**config.mk**
```make
export PLATFORM = sky130hd
export DESIGN_NAME = reservation_station
export DESIGN_NICKNAME = d
export VERILOG_FILES = /design/src/rtl/reservation_station_pkg.sv /design/src/rtl/reservation_station_select.sv /design/src/rtl/reservation_station.sv
export SDC_FILE = /design/constraint.sdc
export NUM_CORES = 1
export LEC_CHECK = 0
export CAP_MARGIN = 20
export CORE_ASPECT_RATIO = 0.8
export CORE_MARGIN = 5
export CORE_UTILIZATION = 33
export DETAILED_ROUTE_END_ITERATION = 8
export GPL_TIMING_DRIVEN = 0
export PLACE_DENSITY = 0.61
export REMOVE_ABC_BUFFERS = 1
export SKIP_LAST_GASP = 1
export SYNTH_ARGS = -nofsm -noshare
export SYNTH_HDL_FRONTEND = slang
export SYNTH_SLANG_ARGS = --single-unit
export TNS_END_PERCENT = 5
```
**constraint.sdc**
```tcl
create_clock -name clk -period 6.9 [get_ports clk]
set_input_delay 1.38 -clock clk [delete_from_list [all_inputs] [get_ports clk]]
set_output_delay 1.38 -clock clk [all_outputs]
set_load 0.03 [all_outputs]
```
**src/rtl/reservation_station_pkg.sv**
```systemverilog
// Shared definitions for the reservation station: operation encodings and the null producer tag.
package reservation_station_pkg;

  localparam int OP_W = 3;

  // A zero producer tag means the operand value is already present.
  localparam int TAG_NONE = 0;

  typedef enum logic [OP_W-1:0] {
    OP_LW  = 3'b000,
    OP_SW  = 3'b001,
    OP_ADD = 3'b010,
    OP_MUL = 3'b011,
    OP_MV  = 3'b100
  } op_e;

endpackage

```
**src/rtl/reservation_station_select.sv**
```systemverilog
// Oldest-ready picker: returns the ready entry with the smallest age rank.
module rs_select #(
  parameter int DEPTH = 4,
  parameter int IDX_W = 2
) (
  input  logic [DEPTH-1:0]            ready,
  input  logic [DEPTH-1:0][IDX_W-1:0] age,
  output logic [IDX_W-1:0]            sel_idx,
  output logic                        sel_valid
);

  logic [IDX_W-1:0] best_age;

  // Ages of busy entries are unique ranks, so a strict less-than never ties.
  always_comb begin
    sel_valid = 1'b0;
    sel_idx   = '0;
    best_age  = '0;
    for (int i = 0; i < DEPTH; i++) begin
      if (ready[i] && (!sel_valid || (age[i] < best_age))) begin
        sel_valid = 1'b1;
        sel_idx   = IDX_W'(i);
        best_age  = age[i];
      end
    end
  end

endmodule

```
**src/rtl/reservation_station.sv**
```systemverilog
// Reservation station with CDB wakeup, issue-cycle bypass and oldest-ready dispatch.
// Optional macro RS_FLUSH_EN adds a synchronous flush input.
module reservation_station
  import reservation_station_pkg::*;
#(
  parameter int DEPTH     = 4,
  parameter int WORD_SIZE = 32,
  parameter int TAG_W     = 4
) (
  input  logic                       clk,
  input  logic                       rst,
`ifdef RS_FLUSH_EN
  input  logic                       flush,
`endif
  input  logic                       issue_valid,
  output logic                       issue_ready,
  input  logic [OP_W-1:0]            issue_op,
  input  logic [TAG_W-1:0]           issue_dest,
  input  logic [TAG_W-1:0]           issue_qj,
  input  logic [WORD_SIZE-1:0]       issue_vj,
  input  logic [TAG_W-1:0]           issue_qk,
  input  logic [WORD_SIZE-1:0]       issue_vk,
  input  logic                       cdb_valid,
  input  logic [TAG_W-1:0]           cdb_tag,
  input  logic [WORD_SIZE-1:0]       cdb_value,
  output logic                       disp_valid,
  input  logic                       disp_ready,
  output logic [OP_W-1:0]            disp_op,
  output logic [TAG_W-1:0]           disp_dest,
  output logic [WORD_SIZE-1:0]       disp_vj,
  output logic [WORD_SIZE-1:0]       disp_vk,
  output logic [$clog2(DEPTH+1)-1:0] count
);

  localparam int IDX_W = $clog2(DEPTH);
  localparam int CNT_W = $clog2(DEPTH + 1);
  localparam logic [TAG_W-1:0] TAG_ZERO = TAG_W'(TAG_NONE);

  logic [DEPTH-1:0]            busy_q;
  logic [DEPTH-1:0][IDX_W-1:0] age_q;
  logic [CNT_W-1:0]            count_q;
  logic [OP_W-1:0]             op_q   [DEPTH];
  logic [TAG_W-1:0]            dest_q [DEPTH];
  logic [TAG_W-1:0]            qj_q   [DEPTH];
  logic [TAG_W-1:0]            qk_q   [DEPTH];
  logic [WORD_SIZE-1:0]        vj_q   [DEPTH];
  logic [WORD_SIZE-1:0]        vk_q   [DEPTH];

  logic [DEPTH-1:0] ready;
  logic [IDX_W-1:0] free_idx;
  logic [IDX_W-1:0] sel_idx;
  logic             sel_valid;
  logic             issue_fire;
  logic             disp_fire;
  logic             cdb_live;
  logic             hit_j;
  logic             hit_k;
  logic [IDX_W-1:0] new_age;

  always_comb begin
    ready    = '0;
    free_idx = '0;
    for (int i = 0; i < DEPTH; i++) begin
      ready[i] = busy_q[i] && (qj_q[i] == TAG_ZERO) && (qk_q[i] == TAG_ZERO);
    end
    for (int i = DEPTH - 1; i >= 0; i--) begin
      if (!busy_q[i]) free_idx = IDX_W'(i);
    end
  end

  rs_select #(
    .DEPTH (DEPTH),
    .IDX_W (IDX_W)
  ) u_select (
    .ready     (ready),
    .age       (age_q),
    .sel_idx   (sel_idx),
    .sel_valid (sel_valid)
  );

  assign issue_ready = ~&busy_q;
  assign issue_fire  = issue_valid && issue_ready;
  assign disp_valid  = sel_valid;
  assign disp_fire   = sel_valid && disp_ready;
  assign disp_op     = op_q[sel_idx];
  assign disp_dest   = dest_q[sel_idx];
  assign disp_vj     = vj_q[sel_idx];
  assign disp_vk     = vk_q[sel_idx];
  assign count       = count_q;

  assign cdb_live = cdb_valid && (cdb_tag != TAG_ZERO);
  assign hit_j    = cdb_live && (issue_qj == cdb_tag);
  assign hit_k    = cdb_live && (issue_qk == cdb_tag);

  // A new entry is the youngest of the survivors, so it ranks behind everything still busy.
  assign new_age = IDX_W'(count_q - CNT_W'(disp_fire));

  always_ff @(posedge clk or posedge rst) begin
    if (rst) begin
      busy_q  <= '0;
      age_q   <= '0;
      count_q <= '0;
    end
`ifdef RS_FLUSH_EN
    else if (flush) begin
      busy_q  <= '0;
      age_q   <= '0;
      count_q <= '0;
    end
`endif
    else begin
      for (int i = 0; i < DEPTH; i++) begin
        if (disp_fire && (IDX_W'(i) == sel_idx)) begin
          busy_q[i] <= 1'b0;
          age_q[i]  <= '0;
        end else if (disp_fire && busy_q[i] && (age_q[i] > age_q[sel_idx])) begin
          age_q[i] <= age_q[i] - IDX_W'(1);
        end
      end
      if (issue_fire) begin
        busy_q[free_idx] <= 1'b1;
        age_q[free_idx]  <= new_age;
      end
      case ({issue_fire, disp_fire})
        2'b10:   count_q <= count_q + CNT_W'(1);
        2'b01:   count_q <= count_q - CNT_W'(1);
        default: count_q <= count_q;
      endcase
    end
  end

  // Payload is only meaningful while busy, so it carries no reset.
  always_ff @(posedge clk) begin
    for (int i = 0; i < DEPTH; i++) begin
      if (busy_q[i] && cdb_live) begin
        if (qj_q[i] == cdb_tag) begin
          vj_q[i] <= cdb_value;
          qj_q[i] <= TAG_ZERO;
        end
        if (qk_q[i] == cdb_tag) begin
          vk_q[i] <= cdb_value;
          qk_q[i] <= TAG_ZERO;
        end
      end
    end
    if (issue_fire) begin
      op_q[free_idx]   <= issue_op;
      dest_q[free_idx] <= issue_dest;
      qj_q[free_idx]   <= hit_j ? TAG_ZERO : issue_qj;
      vj_q[free_idx]   <= hit_j ? cdb_value : issue_vj;
      qk_q[free_idx]   <= hit_k ? TAG_ZERO : issue_qk;
      vk_q[free_idx]   <= hit_k ? cdb_value : issue_vk;
    end
  end

endmodule

```
* Yosys cells after proc, flatten, opt, wreduce, memory -nomap -nowiden
Memories as Yosys holds them, arrays and structs flattened.
Cells that the tools add are included.
Widths: inputs -> output; s select.
** Operators by class
- Reductions and logical operators :: 52
- Add/sub/neg operators :: 7
- Mux-type cells :: 66
- Eq/ne operators :: 15
- $lt $le $gt $ge :: 10
- Bitwise operators :: 1
** Operators with widths (count)
- $mux 32 :: 2
- $eq 4x4->1 :: 10
- $mux 2 :: 19
- $mux 1 :: 36
- $logic_and 1x1->1 :: 33
- $logic_not 4->1 :: 8
- $mux 4 :: 3
- $bwmux 8 :: 1
- $gt 2x2->1 :: 4
- $mux 8 :: 1
- $sub 2x1->2 const B :: 4
- $lt 2x2->1 :: 3
- $lt 2x3->1 const B :: 2
- $pmux 3 s2 :: 1
- $bmux 2 s2 :: 1
- $demux 2 s2 :: 1
- $eq 2x2->1 const A :: 2
- $logic_not 1->1 :: 4
- $or 4x4->4 :: 1
- $reduce_and 4->1 :: 1
- $reduce_bool 4->1 :: 1
- $add 3x1->3 const B :: 1
- $logic_or 1x1->1 :: 3
- $sub 3x1->3 const B :: 1
- 8 further kinds :: 8
** Storage, ports and cells
- Input bits :: 120
- RAM bits :: 316
- Output and inout bits :: 76
- Memories kept :: 6
- Word-level logic and storage cells :: 163
- Register bits after elaboration :: 15
** Memory list
- vj_q :: depth 4, width 32, rd ports 1, clocked after Yosys merged registers in 0, wr ports 5, line reservation_station.sv:46 : logic [WORD_SIZE-1:0] vj_q [DEPTH];
- vk_q :: depth 4, width 32, rd ports 1, clocked after Yosys merged registers in 0, wr ports 5, line reservation_station.sv:47 : logic [WORD_SIZE-1:0] vk_q [DEPTH];
- dest_q :: depth 4, width 4, rd ports 1, clocked after Yosys merged registers in 0, wr ports 1, line reservation_station.sv:43 : logic [TAG_W-1:0] dest_q [DEPTH];
- qj_q :: depth 4, width 4, rd ports 4, clocked after Yosys merged registers in 0, wr ports 5, line reservation_station.sv:44 : logic [TAG_W-1:0] qj_q [DEPTH];
- qk_q :: depth 4, width 4, rd ports 4, clocked after Yosys merged registers in 0, wr ports 5, line reservation_station.sv:45 : logic [TAG_W-1:0] qk_q [DEPTH];
- op_q :: depth 4, width 3, rd ports 1, clocked after Yosys merged registers in 0, wr ports 1, line reservation_station.sv:42 : logic [OP_W-1:0] op_q [DEPTH];

* Longest topological paths before layout
Gate-level depths: netlist of run 1.
An unclocked memory read counts as a cell.
- Word-level depth :: 25
- Gate-level depth with buffers :: 34
- Depth with buffers taken out :: 28

* Cells and area by module
A second synthesis of run 1 with hierarchy kept.
** Unflattened totals
- Cells, all modules :: 970
- Area, all modules :: 16470.8 um^2
** Modules (own cells, without submodules)
- reservation_station :: area each 16246.8 um^2, seq. area each 9864.5 um^2, instances 1, cells each 939
- rs_select :: area each 224.0 um^2, seq. area each 0.0 um^2, instances 1, cells each 31

* Worst setup path after synthesis of run 1
No wires, ideal clock.
- Path type :: register to output
- Start point :: mem qj_q[0][3]
- End point :: out disp_vj[10]
- Buffers on the path :: 7
- Data arrival time :: 6.155 ns
- Path slack :: -0.635 ns
- Stages on the path, launching flop included :: 28
- Cells stage by stage :: edfxtp_1 nor4_4 and3_1 clkbuf_1 nand2_1 ha_1 a21o_1 a21oi_1 clkbuf_1 a21oi_1 ha_1 nor4b_1 nand4_1 a2111oi_0 nor3_1 clkbuf_1 buf_1 a211o_1 ha_1 nor2_1 a31oi_1 nor2_1 a31o_2 buf_2 buf_2 clkbuf_1 a21oi_1 a221o_1
** RTL lines
- from (decl) :: line reservation_station.sv:44
- to (decl) :: line reservation_station.sv:30 : output logic [WORD_SIZE-1:0] disp_vj,

==> results of run 1 <==
## metal layers
metal	GRT usage [%]	wire (um)
met3	3.556	3570
met5	0	60
met1	25.78	23720
met2	31.54	25900
met4	4.001	986
## flip-flops by register name, summed over array words and instances (netlist names)
signal and cells:
vj_q 128, age_q 8, qk_q 16, busy_q 4, count 3, op_q 12, dest_q 16, qj_q 16
vk_q 128
## final timing paths
check                                  endpoint  cells past startpoint
min in group asynchronous   busy_q[2]$_DFF_PP0_                      2
setup reg to reg             age_q[4]$_DFF_PP0_                     30
hold reg to reg            count[2]$_DFFE_PP0P_                      1
max in group asynchronous   busy_q[0]$_DFF_PP0_                      2
setup / recovery                    disp_vj[22]                     28
hold / removal             count[2]$_DFFE_PP0P_                      1
## metrics by stage
| stage | std cells | setup slack (ns) | setup TNS, ns | instance area, um^2 | utilization [%] |
|---|---|---|---|---|---|
| after floorplan | 1186 | -6.389 | -504.62 | 16480 | - |
| after global placement | 2065 | -17.89 | -2031.79 | 19290 | 38.01 |
| after detailed placement | 2100 | -2.286 | -167.19 | 20100 | 39.62 |
| after CTS | 2203 | -0.3000 | -16.34 | 21500 | 42.37 |
| after global routing | 2203 | -0.6408 | -41.59 | 21510 | 42.40 |
| final | 2203 | -0.3846 | -22.29 | 21510 | 42.40 |
## report_power, final
| part | internal (mW) | total (mW) | switching, mW |
|---|---|---|---|
| sequential | 2.58 | 2.72 | 0.144 |
| clock | 1.07 | 1.90 | 0.824 |
| combinational | 0.681 | 1.64 | 0.960 |
## worst max-delay path, delay by kind of cell (launching register included)
| kind | cells | cell delay (ns) |
|---|---|---|
| simple gates | 9 | 1.44 |
| buf+inv | 8 | 1.22 |
| flops | 1 | 0.43 |
| compound gates | 8 | 1.50 |
| fa+ha+maj | 3 | 0.72 |
## repair_timing
item                                    4_1_cts  5_1_grt
resized for setup                           372        5
pin swaps                                    17        0
buffers inserted                             31        0
cloned                                        6        0
endpoints found under the setup margin       79       79
## cells in the final DEF (no fill, tap or decap), drive strengths merged, types with 14 or more instances in the layout
master,Yosys,routed
nand2,100,100
buf,21,128
clkdlybuf4s50,0,124
o21ai,14,14
nor2,55,55
nand4,17,17
nand3,79,79
a21oi,80,81
clkbuf,64,51
a221o,72,72
xnor2,33,33
dfrtp,15,15
clkinv,3,15
inv,20,21
edfxtp,316,316
mux2,257,257
## logic make-up after synthesis
logic type	after synthesis	share of synthesized area (%)
DFF	331	58.64
and+or+nand+nor	299	8.613
muxes	259	17.32
AOI/OAI and AO/OA	220	9.789
buffers and inverters	108	2.551
xor gates and xnor gates	44	2.291
adders and majority gates	10	0.7885
## final cells by class
type	instances	area share [%]
Clock buffer	51	4.694
Clock inverter	15	0.6049
Inverter	23	0.4013
Multi-Input combinational cell	834	31.80
Sequential cell	331	45.86
Tap cell	684	3.978
Timing Repair Buffer	265	12.66
==> run_results.csv, run 1 <==
group,metric,value,unit
status,outcome,"finished with violations",
status,violations,"setup timing",
cts,cts_tree,"yes",
floorplanning,std_cell_rows,74,
grt,grt_max_degree,43,
cts,h-tree-depth,2,
grt,grt_pass1_wl,80390,um
final_layout,regArea,9866,um^2
sta,fin_ws,-0.3846,ns
cts,insertion_delay,0.54,ns
floorplanning,die_w,262.4,um
critical_path,start_kind,"flip-flop",
sta,hold_violations,0,
logic_synthesis,ys.flop_type,"edfxtp_1",
grt,antenna_found_initial,4,
sta,rsz0062_at_grt,"yes",
logic_synthesis,synth.most_common_cell,"edfxtp_1",
min_path,min_from,"count[2]$_DFFE_PP0P_",
logic_synthesis,synth_common_cells,"edfxtp_1 (316), mux2_2 (257), nand2_1 (100), a21oi_1 (80), nand3_1 (78)",
placed_design,dp_hpwl,34530,um
grt,grt_pass1_vias,12430,
power_and_ir_drop,power_leakage,7.368,nW
logic_synthesis,avgSynthCellArea,13.23,um^2
sta,slew_headroom,36.20,%
critical_path,worst_path_max_delay_cell,"edfxtp_1",
critical_path,required,5.52,ns
job,max-cap-violations,0,
sta,final-setup-viol-count,73,
detailed_routing,drtIter0Drc,1212,
critical_path,path_common_cell,"buf_4",
sta,clock.fmax,137.3,MHz
cts,cts_hold_buf,0,
final_layout,fin_nets,1622,
final_layout,multi_input_area,6840,um^2
sta,final.min_clock_period,7.285,ns
power_and_ir_drop,worst_ir_drop_vdd,148.6,uV
critical_path,cp-end-kind,"output pin",
final_layout,drive_gt1_share,33.05,%
logic_synthesis,synth_top_area_share,56.41,%
placed_design,routabilityCongestion,0.8202,
floorplanning,ios,196,
critical_path,crit_type,"flip-flop to output pin",
cts,cts.sinks,331,
min_path,hold_path.class,"flip-flop to flip-flop",
detailed_routing,vias_per_cell,5.503,
detailed_routing,routed_wl,54230,um
logic_synthesis,synth_area,16820,um^2
power_and_ir_drop,power.density,290.8,nW/um^2
critical_path,path_max_fanout,18,
critical_path,rrSetupSlack,-0.03,ns
detailed_routing,drtPass1Iterations,5,
logic_synthesis,synthDistinctLibCells,68,
critical_path,worst_path_largest_cell_delay,0.43,ns
power_and_ir_drop,p_total,6.255,mW
placed_design,io_buffers,195,
critical_path,crit_start,"qk_q[0][1]$_SDFFCE_PN0P_",
floorplanning,start_util,33.15,%
sta,fin_hold_ws,0.4707,ns
final_layout,area_growth,27.89,%
sta,worstMarginPinSlew,0.9534,ns
final_layout,nFillCells,4761,
critical_path,r2r_start,"qk_q[0][1]$_SDFFCE_PN0P_",
logic_synthesis,synth_edf_count,316,
sta,clock_skew,0.02572,ns
cts,clkTransAtPathRegs,0.06,ns
detailed_routing,route.vias.total,12120,
logic_synthesis,synthTopCellsByArea,"edfxtp_1 (56%), mux2_2 (17%), a221o_1 (4.3%)",
detailed_routing,drc,0,
logic_synthesis,ys_warn_count,0,
grt,grt.overflow.total,0,
logic_synthesis,synthCells,1271,
detailed_routing,ant_nets,0,
floorplanning,die_area,55620,um^2
logic_synthesis,async_flop_share,4.532,%
logic_synthesis,synth-seq-cells,331,
detailed_routing,wl_per_cell,24.62,um
sta,finalCritPeriodShare,105.6,%
logic_synthesis,ys_seq_area_share,58.64,%
sta,final-max-slew-violation-count,0,
grt,grt_usage,18.82,%
final_layout,diodes,0,
floorplanning,dieHeight,211.9,um
cts,cts_root_buf,"clkbuf_16",
cts,numCtsBuffers,37,
floorplanning,coreArea,50740,um^2
critical_path,arrival,5.90,ns
logic_synthesis,synth_top_area_cell,"edfxtp_1",
cts,clock_tree.buffer_depth,3,
No activity file was read; power rests on OpenSTA's default activity.
==> run 2, diff against run 1 <==
Settings changed: SYNTH_HIERARCHICAL set to 1.
==> run 2 against run 1 <==
  * The flow still finishes with violations (setup timing)
  * First-iteration DRC count shrank 26%
  * Sequential share of layout area is 0.75 points higher
  * Count of clock-buffer cells in the layout rose by 1
  * Die area shrank 2.0%
==> run_results.csv, run 2 <==
group,metric,value,unit
sta,fin_hold_ws,0.4733,ns
critical_path,cp_num_cells,25,
final_layout,fin_nets,1343,
logic_synthesis,synth_top_area_cell,"edfxtp_1",
power_and_ir_drop,power_frac_comb,26.3,%
final_layout,drive_gt1_share,41.26,%
critical_path,required,5.52,ns
logic_synthesis,synthDistinctLibCells,50,
final_layout,area_growth,28.48,%
sta,final-max-slew-violation-count,0,
floorplanning,std_cell_rows,73,
critical_path,worst_path_largest_cell_delay,0.57,ns
power_and_ir_drop,p_switching,1.882,mW
placed_design,dp_slack,-1.334,ns
placed_design,io_buffers,195,
floorplanning,die_area,54510,um^2
logic_synthesis,synth_common_cells,"edfxtp_1 (316), mux2_2 (240), mux4_2 (73), xnor2_1 (42), nor2_1 (31)",
cts,clock_tree.buffer_depth,3,
detailed_routing,drtIter0Drc,894,
sta,hold_violations,0,
final_layout,reg_top3,"vj_q: 128 flops, vk_q: 128 flops",
critical_path,path_max_fanout,8,
critical_path,r2r_start,"qk_q[0][0]$_SDFFCE_PN0P_",
critical_path,reg2regPathDepth,28,
grt,grt_pass1_wl,69880,um
detailed_routing,ant_nets,0,
logic_synthesis,avgSynthCellArea,16.98,um^2
status,outcome,"finished with violations",
power_and_ir_drop,switching_share,29.83,%
logic_synthesis,synth_edf_count,316,
critical_path,path_common_cell,"ha_4",
power_and_ir_drop,p_total,6.310,mW
detailed_routing,wl_per_cell,25.00,um
cts,cts_tree,"yes",
grt,grt_max_degree,39,
critical_path,rrSetupSlack,0.67,ns
detailed_routing,vias_per_cell,5.145,
cts,numCtsBuffers,38,
critical_path,critPathBufInv,6,
cts,cts_hold_buf,0,
grt,grt_pass1_vias,10340,
logic_synthesis,synth-seq-cells,331,
power_and_ir_drop,clock_power_share,30.4,%
cts,cts_root_buf,"clkbuf_16",
detailed_routing,drtPass1Iterations,5,
sta,clock.fmax,134.0,MHz
final_layout,final_common_cell,"edfxtp_1",
power_and_ir_drop,p_int,4.427,mW
critical_path,worst_path_max_delay_cell,"or4_4",
cts,h-tree-depth,2,
logic_synthesis,synth.most_common_cell,"edfxtp_1",
critical_path,worstReg2RegEnd,"age_q[5]$_DFF_PP0_",
logic_synthesis,synthCells,970,
detailed_routing,wl_met2,20720,um
power_and_ir_drop,worst_ir_drop_vdd,155.8,uV
cts,clkTransAtPathRegs,0.06,ns
sta,worstMarginPinSlew,0.9938,ns
sta,fin_ws,-0.5631,ns
logic_synthesis,ys.flop_type,"edfxtp_1",
sta,final-setup-viol-count,71,
status,violations,"setup timing",
sta,rsz0062_at_grt,"yes",
grt,grt_usage,17.29,%
power_and_ir_drop,power_leakage,7.032,nW
logic_synthesis,synthTopCellsByArea,"edfxtp_1 (58%), mux2_2 (16%), mux4_2 (10%)",
sta,finalCritPeriodShare,108.2,%
power_and_ir_drop,power.density,298.2,nW/um^2
sta,clock_skew,0.01369,ns
detailed_routing,met1_length,22050,um
critical_path,arrival,6.08,ns
critical_path,crit_type,"flip-flop to output pin",
cts,cts.sinks,331,
grt,antenna_found_initial,10,
placed_design,dp_hpwl,30970,um
critical_path,cp-end-kind,"output pin",
logic_synthesis,async_flop_share,4.532,%
detailed_routing,drc,0,
job,max-cap-violations,0,
min_path,hold_path.class,"flip-flop to flip-flop",
final_layout,stdcell_count,1913,
detailed_routing,routed_wl,47830,um
critical_path,start_kind,"flip-flop",
critical_path,crit_path_end,"disp_vk[9]",
logic_synthesis,ys_warn_count,6,
floorplanning,start_util,33.27,%
logic_synthesis,synth_top_area_share,57.61,%
final_layout,layout_common_cells,"edfxtp_1 (316), mux2_2 (240), clkdlybuf4s50_1 (125), mux4_2 (73), xnor2_1 (42)",
logic_synthesis,synth_area,16470,um^2
critical_path,crit_family,"simple AND/OR/NAND/NOR gates",
sta,final.min_clock_period,7.463,ns
sta,slew_headroom,33.59,%
floorplanning,ios,196,
detailed_routing,route.vias.total,9842,
detailed_routing,dr.max_layer_used,"met5",
critical_path,crit_start,"qk_q[0][0]$_SDFFCE_PN0P_",
grt,grt.overflow.total,0,
floorplanning,die_w,259.8,um
placed_design,post-place-cells,1816,
cts,insertion_delay,0.55,ns
logic_synthesis,ys_seq_area_share,59.89,%
floorplanning,dieHeight,209.8,um
placed_design,routabilityCongestion,0.7588,
power_and_ir_drop,p_seq_share,43.3,%
min_path,min_from,"count[2]$_DFFE_PP0P_",
floorplanning,coreArea,49510,um^2
detailed_routing,routed-wl-met3,3866,um
## run 2: changes by cell type in the layout (fill, tap and decap cells not counted), moves of 11 or more
cell,before,now
nand2_1,91,29
mux4_2,0,73
nor3_1,4,16
buf_16,5,16
dlygate4sd2_1,0,21
nand3_1,78,6
a221o_1,72,0
a21oi_1,78,4
nor2_1,51,30
clkdlybuf4s15_2,9,25
mux2_2,257,240
buf_2,56,14
mux2_1,0,16
## run 2: worst min path at each step
stage          depth (start not counted)              endpoint  slack, ns
2_1_floorplan                          2   busy_q[3]$_DFF_PP0_       0.52
3_3_place_gp                           1  count[2]$_DFFE_PP0P_       0.47
3_5_place_dp                           1  count[2]$_DFFE_PP0P_       0.46
4_1_cts                                1  count[2]$_DFFE_PP0P_       0.48
5_1_grt                                1  count[2]$_DFFE_PP0P_       0.51
6_report                               1  count[2]$_DFFE_PP0P_       0.47
## run 2: kinds of logic after synthesis
logic type / Yosys count / synth area share, %
flops: 331 / 59.89
fa+ha+maj: 14 / 1.109
simple gates: 120 / 3.889
compound gates: 41 / 1.709
mux: 332 / 27.73
xor+xnor: 48 / 2.552
buf+inv: 84 / 3.122
## run 2: final cells by class
type,instances,area (um^2)
Inverter,31,117.6
Timing Repair Buffer,250,2841
Fill cell,4435,28340
Clock buffer,52,1055
Antenna cell,2,5.005
Multi-Input combinational cell,557,6340
Sequential cell,331,9864
Tap cell,675,844.6
Clock inverter,15,93.84
## run 2: repair_timing
| item | CTS | global route |
|---|---|---|
| buffers inserted | 18 | 7 |
| setup endpoints to repair | 79 | 71 |
| resized for setup | 260 | 4 |
| pin swaps | 7 | 7 |
| gates cloned | 3 | 0 |
## run 2: layer usage
layer | vias to the layer above | track usage, %
met3 | 79 | 4.907
li1 | 4326 | -
met2 | 356 | 25.51
met5 | - | 0
met1 | 5065 | 25.15
met4 | 16 | 4.645
## run 2: power groups by stage
| stage | sequential [mW] | combinational [mW] | clock (mW) |
|---|---|---|---|
| after floorplan | 2.77 | 0.889 | 0 |
| final | 2.73 | 1.66 | 1.92 |
| after global routing | 2.76 | 1.77 | 2.04 |
| after detailed placement | 2.77 | 1.65 | 0 |
| after global placement | 2.84 | 1.48 | 0 |
| after CTS | 2.73 | 1.67 | 1.96 |
## run 2: metrics by stage
stage,util [%],cell area [um^2],setup TNS (ns)
final,42.75,21160,-33.37
after CTS,42.58,21080,-26.88
after floorplan,-,16070,-353.38
after detailed placement,39.74,19670,-80.24
after global routing,42.74,21160,-46.18
after global placement,38.12,18870,-1539.07
